[src/rtl/pipeline_pkg.sv]
// Shared types and constants for the pipeline hazard controller and its forwarding unit.
package pipeline_pkg;

    typedef enum logic {
        RUN     = 1'b0,
        MC_WAIT = 1'b1
    } hz_state_e;

    localparam logic [1:0] FWD_RF      = 2'b00;
    localparam logic [1:0] FWD_W       = 2'b01;
    localparam logic [1:0] FWD_M       = 2'b10;
    localparam logic [1:0] RESULT_LOAD = 2'b01;

    // A producer only matters when it writes a real (nonzero) register that the consumer reads.
    function automatic logic reg_hit(input logic [4:0] rd, input logic we, input logic [4:0] rs);
        return we && (rd != 5'd0) && (rd == rs);
    endfunction

    // The M stage holds the younger result, so it wins over W.
    function automatic logic [1:0] fwd_sel(input logic [4:0] rs,
                                           input logic [4:0] rd_m, input logic we_m,
                                           input logic [4:0] rd_w, input logic we_w);
        if (reg_hit(rd_m, we_m, rs)) begin
            return FWD_M;
        end else if (reg_hit(rd_w, we_w, rs)) begin
            return FWD_W;
        end
        return FWD_RF;
    endfunction

endpackage

[src/rtl/pipeline_fwd_unit.sv]
// Combinational operand forwarding selects for the two execute-stage sources.
module pipeline_fwd_unit
    import pipeline_pkg::*;
(
    input  logic [4:0] Ra1E,
    input  logic [4:0] Ra2E,
    input  logic [4:0] RdM,
    input  logic       RegWriteM,
    input  logic [4:0] RdW,
    input  logic       RegWriteW,
    output logic [1:0] ForwardAE,
    output logic [1:0] ForwardBE
);

    always_comb begin
        ForwardAE = fwd_sel(Ra1E, RdM, RegWriteM, RdW, RegWriteW);
        ForwardBE = fwd_sel(Ra2E, RdM, RegWriteM, RdW, RegWriteW);
    end

endmodule

[src/rtl/pipeline_hazard_ctrl.sv]
// Pipeline stall/flush/forward controller with a watchdog-guarded multi-cycle wait.
// Build option: HAZARD_FORWARD_EN enables forwarding and load-use detection; otherwise RAW stalls.
module pipeline_hazard_ctrl
    import pipeline_pkg::*;
#(
    parameter int WDT_CYCLES = 64
) (
    input  logic       clk,
    input  logic       n_rst,
    input  logic [4:0] Ra1D,
    input  logic [4:0] Ra2D,
    input  logic [4:0] Ra1E,
    input  logic [4:0] Ra2E,
    input  logic [4:0] RdE,
    input  logic       RegWriteE,
    input  logic [1:0] ResultSrcE,
    input  logic [4:0] RdM,
    input  logic       RegWriteM,
    input  logic [4:0] RdW,
    input  logic       RegWriteW,
    input  logic       PCSrcE,
    input  logic       mc_startE,
    input  logic       mc_done,
    output logic       StallF,
    output logic       StallD,
    output logic       FlushD,
    output logic       FlushE,
    output logic       enE,
    output logic [1:0] ForwardAE,
    output logic [1:0] ForwardBE,
    output logic       mc_timeout,
    output hz_state_e  dbg_state
);

    localparam int CNT_W = (WDT_CYCLES > 1) ? $clog2(WDT_CYCLES) : 1;
    localparam logic [CNT_W-1:0] WDT_LAST = CNT_W'(WDT_CYCLES - 1);

    hz_state_e        state;
    hz_state_e        state_nxt;
    logic [CNT_W-1:0] wdt_cnt;
    logic [CNT_W-1:0] wdt_cnt_nxt;
    logic             data_hazard;
    logic [1:0]       fwd_a;
    logic [1:0]       fwd_b;
    logic             mc_begin;
    logic             wdt_expired;

`ifdef HAZARD_FORWARD_EN
    // With forwarding, only a load feeding the next instruction must stall.
    assign data_hazard = (ResultSrcE == RESULT_LOAD) &&
                         (reg_hit(RdE, RegWriteE, Ra1D) || reg_hit(RdE, RegWriteE, Ra2D));

    pipeline_fwd_unit u_fwd (
        .Ra1E      (Ra1E),
        .Ra2E      (Ra2E),
        .RdM       (RdM),
        .RegWriteM (RegWriteM),
        .RdW       (RdW),
        .RegWriteW (RegWriteW),
        .ForwardAE (fwd_a),
        .ForwardBE (fwd_b)
    );
`else
    // Without forwarding, any pending write in E or M to a decode source must stall.
    assign data_hazard = reg_hit(RdE, RegWriteE, Ra1D) || reg_hit(RdE, RegWriteE, Ra2D) ||
                         reg_hit(RdM, RegWriteM, Ra1D) || reg_hit(RdM, RegWriteM, Ra2D);
    assign fwd_a = FWD_RF;
    assign fwd_b = FWD_RF;

    logic unused_fwd_inputs;
    assign unused_fwd_inputs = ^{Ra1E, Ra2E, RdW, RegWriteW, ResultSrcE};
`endif

    // Multi-cycle handshake: mc_startE is held high while the operation sits in E;
    // the operation completes in the cycle mc_done is high, or when the watchdog expires.
    assign mc_begin    = mc_startE && !mc_done;
    assign wdt_expired = (wdt_cnt == WDT_LAST);
    assign dbg_state   = state;

    always_ff @(posedge clk or negedge n_rst) begin
        if (!n_rst) begin
            state   <= RUN;
            wdt_cnt <= '0;
        end else begin
            state   <= state_nxt;
            wdt_cnt <= wdt_cnt_nxt;
        end
    end

    always_comb begin
        state_nxt   = state;
        wdt_cnt_nxt = wdt_cnt;
        case (state)
            RUN: begin
                if (mc_begin) begin
                    state_nxt   = MC_WAIT;
                    wdt_cnt_nxt = '0;
                end
            end
            MC_WAIT: begin
                if (mc_done || wdt_expired) begin
                    state_nxt   = RUN;
                    wdt_cnt_nxt = '0;
                end else begin
                    wdt_cnt_nxt = wdt_cnt + 1'b1;
                end
            end
            default: begin
                state_nxt   = RUN;
                wdt_cnt_nxt = '0;
            end
        endcase
    end

    // Reset is folded into the output logic so the controls are quiet while n_rst is low,
    // even though they are otherwise combinational from the pipeline inputs.
    always_comb begin
        StallF     = 1'b0;
        StallD     = 1'b0;
        FlushD     = 1'b0;
        FlushE     = 1'b0;
        enE        = 1'b1;
        mc_timeout = 1'b0;
        ForwardAE  = fwd_a;
        ForwardBE  = fwd_b;
        if (!n_rst) begin
            ForwardAE = FWD_RF;
            ForwardBE = FWD_RF;
        end else begin
            case (state)
                RUN: begin
                    if (mc_begin) begin
                        StallF = 1'b1;
                        StallD = 1'b1;
                        enE    = 1'b0;
                    end else if (PCSrcE) begin
                        FlushD = 1'b1;
                        FlushE = 1'b1;
                    end else if (data_hazard) begin
                        StallF = 1'b1;
                        StallD = 1'b1;
                        FlushE = 1'b1;
                    end
                end
                MC_WAIT: begin
                    if (mc_done) begin
                        enE = 1'b1;
                    end else if (wdt_expired) begin
                        mc_timeout = 1'b1;
                    end else begin
                        StallF = 1'b1;
                        StallD = 1'b1;
                        enE    = 1'b0;
                    end
                end
                default: begin
                    enE = 1'b1;
                end
            endcase
        end
    end

endmodule

[config.mk]
export PLATFORM = sky130hd
export DESIGN_NAME = pipeline_hazard_ctrl
export DESIGN_NICKNAME = d
export VERILOG_FILES = /design/src/rtl/pipeline_pkg.sv /design/src/rtl/pipeline_fwd_unit.sv /design/src/rtl/pipeline_hazard_ctrl.sv
export SDC_FILE = /design/constraint.sdc
export NUM_CORES = 1
export LEC_CHECK = 0
export ABC_CLOCK_PERIOD_IN_PS = 3000
export CAP_MARGIN = 25
export CORE_UTILIZATION = 35
export CTS_CLUSTER_DIAMETER = 200
export DETAILED_ROUTE_END_ITERATION = 12
export PLACE_DENSITY = 0.85
export RECOVER_POWER = 50
export SYNTH_ARGS = -nofsm -noshare
export SYNTH_HDL_FRONTEND = slang
export SYNTH_SLANG_ARGS = --single-unit
[constraint.sdc]
create_clock -name clk -period 3 [get_ports clk]
set_input_delay 0.6 -clock clk [delete_from_list [all_inputs] [get_ports clk]]
set_output_delay 0.6 -clock clk [all_outputs]
set_load 0.01 [all_outputs]
==> results.json <==
{
  "required_ns": 2.40,
  "antenna_found_initial": 0,
  "drive_gt1_share_pct": 16.3,
  "row_count": 15,
  "nNetsFinal": 176,
  "hold_buffers": 0,
  "dpl_worst_slack_ns": -0.193,
  "dpl_cell_area_sq_um": 1100,
  "grt_pass1_vias": 732,
  "drt_wl_total_um": 2130,
  "grt_setup_unrepaired": "no",
  "synthArstFlopShare_pct": 100,
  "final_max_slew_viol_count": 0,
  "crit_path_end_kind": "output port",
  "wl_per_cell_um": 13.9,
  "yosysSeqAreaShare_pct": 24.8,
  "hold_violations": 0,
  "cts_tree": "done",
  "clk_pin_slew_ns": 0.06,
  "synth_area_sq_um": 706,
  "syn_to_final_growth_pct": 65.6,
  "reg2reg_from": "wdt_cnt[0]",
  "cp.arrival_ns": 2.34,
  "post_cts_buffers": 0,
  "num_io_pins": 56,
  "gp_congestion": 0.876,
  "reg2reg_to": "wdt_cnt[5]",
  "cap_violations": 0,
  "path_class": "in2out",
  "root_buffer": "clkbuf_4",
  "path_cells": "clkdlybuf4s50_1, or4_4, o21ai_4, nor3_1, a211o_1, clkdlybuf4s15_1",
  "postSynthAreaPerCell_sq_um": 8.21,
  "grt_first_pass_wirelength_um": 3000,
  "slowest_stage": "or4_4",
  "first_pass_iters": 4,
  "ys_types": 30,
  "drt_iter0_drc": 6,
  "gr-total-overflow": 0,
  "skew_ns": 0.00623,
  "synth-seq-cells": 7,
  "grt_max_degree": 12,
  "setup_ws_ns": 0.0587,
  "vdd_drop_max_mv": 0.282,
  "die_w_um": 46.9,
  "synth_ff_type": "dfrtp_1",
  "period_share_pct": 98.0,
  "route.detailed.drc": 0,
  "nFillCells": 159,
  "critPathMaxStageDelay_ns": 0.56,
  "cts_buffers": 3,
  "die_area_sq_um": 2200,
  "layout_min_cycle_time_ns": 2.94,
  "die_h_um": 46.9,
  "synth-edff-count": 0,
  "reg2regPathDepth": 6,
  "cts.sinks": 7,
  "antenna_left": 0,
  "cp_max_fo": 2,
  "mostFrequentLayoutCells": "27 x clkdlybuf4s50_1, 20 x xor2_1, 7 x nand2_1, 7 x dfrtp_1, 7 x buf_4",
  "reg2reg_slack_ns": 1.53,
  "final_common_cell": "clkdlybuf4s50_1",
  "cellLeakagePower_nw": 0.511,
  "syn_inst": 86,
  "worstSetupEndpoint": "StallD",
  "initial_core_util_pct": 39.2,
  "start_kind": "primary input",
  "p_per_area_nw_per_um2": 273,
  "place_hpwl_um": 1610,
  "min_path_type": "reg2reg",
  "n_antenna_cell": 0,
  "cts_max_level": 1,
  "crit_start": "RdM[1]",
  "yosys_warnings": 0,
  "coreArea_sq_um": 1800,
  "postLayoutCellArea_sq_um": 1170,
  "fmax_ghz": 0.340,
  "run_status": "complete, no violations",
  "setup_viol": 0,
  "io_buffers": 33,
  "cts_buffer_depth": 2,
  "routed-via-count": 771,
  "clkLatencyLatePin_ns": 0.26,
  "grt_util_all_layers_pct": 19.8,
  "routed_via_density": 5.01
}
==> synthesized netlist by cell type (2+ instances only) <==
cell | count | area share, %
and3_1 | 3 | 2.7
buf_4 | 5 | 5.3
dfrtp_1 | 7 | 25
inv_1 | 3 | 1.6
nand2_1 | 7 | 3.7
nor2_1 | 5 | 2.7
nor3_1 | 7 | 5.0
o21ai_0 | 5 | 3.5
o21ai_1 | 2 | 1.4
xnor2_1 | 3 | 3.7
xor2_1 | 20 | 25
==> final cells by class <==
class	instances	area, sq um	share of cell area (%)
tap	25	31.3	2.68
clock buffer	3	22.5	1.93
sequential	7	175	15.0
inverter	3	11.3	0.964
timing repair buffer	41	388	33.2
clock inverter	1	5.00	0.428
multi-input combinational	74	536	45.8
==> timing repair <==
action,in CTS,in global routing
pin swaps,0,1
gates resized for setup,5,9
hold endpoints to repair,0,0
setup endpoints to repair,3,4
gates cloned,0,0
==> state kept, by name (all words and copies together) (netlist names) <==
signal and count:
wdt_cnt 6, dbg_state 1
==> metrics by stage <==
step / total power [mW] / util (%) / hold slack [ns] / cells / setup TNS (ns)
global route: 0.336 / 64.9 / 0.530 / 154 / 0
finish: 0.319 / 64.9 / 0.508 / 154 / 0
CTS: 0.315 / 62.9 / 0.510 / 154 / -0.144
floorplan: 0.155 / - / 0.304 / 89 / 0
global placement: 0.221 / 61.1 / 0.459 / 150 / -0.482
detailed placement: 0.224 / 61.1 / 0.482 / 150 / -0.567
==> cell families after synthesis <==
family	count (synthesis)	synth area share, %
simple gates	29	20.9
other cells	1	0.531
fa+ha+maj	1	1.77
xor+xnor	23	28.5
compound gates	17	16.5
buf+inv	8	6.92
flops	7	24.8
==> worst max-delay path, delay by kind of cell <==
family                 cells  cell delay, ns
AOI/OAI and AO/OA          2            0.44
buffers and inverters      2            0.68
and+or+nand+nor            2            0.62
==> where the power goes <==
group          leakage (nW)  switching (mW)  internal [mW]  total [mW]
clock                0.0177          0.0405         0.0490      0.0895
sequential           0.0950         0.00445         0.0988       0.103
combinational         0.398          0.0582         0.0675       0.126
==> how the worst min path moves through the flow <==
| stage | startpoint | to | slack, ns | cells past startpoint |
|---|---|---|---|---|
| final | wdt_cnt[1] | wdt_cnt[1] | 0.51 | 2 |
| after global routing | wdt_cnt[5] | wdt_cnt[5] | 0.53 | 1 |
| after CTS | wdt_cnt[1] | wdt_cnt[1] | 0.51 | 2 |
| after detailed placement | wdt_cnt[5] | wdt_cnt[5] | 0.48 | 1 |
| after global placement | wdt_cnt[5] | wdt_cnt[5] | 0.46 | 1 |
| after floorplan | n_rst | dbg_state | 0.30 | 0 |
==> layer usage <==
layer  share of wire (%)  GRT usage (%)  wire length (um)
met4                 3.2           12.0                69
met5                   0              0                 0
met2                  49           34.7              1040
met1                  38           22.0               817
met3                 9.8           3.85               209
Note: power is estimated with default switching activity, not from simulation.
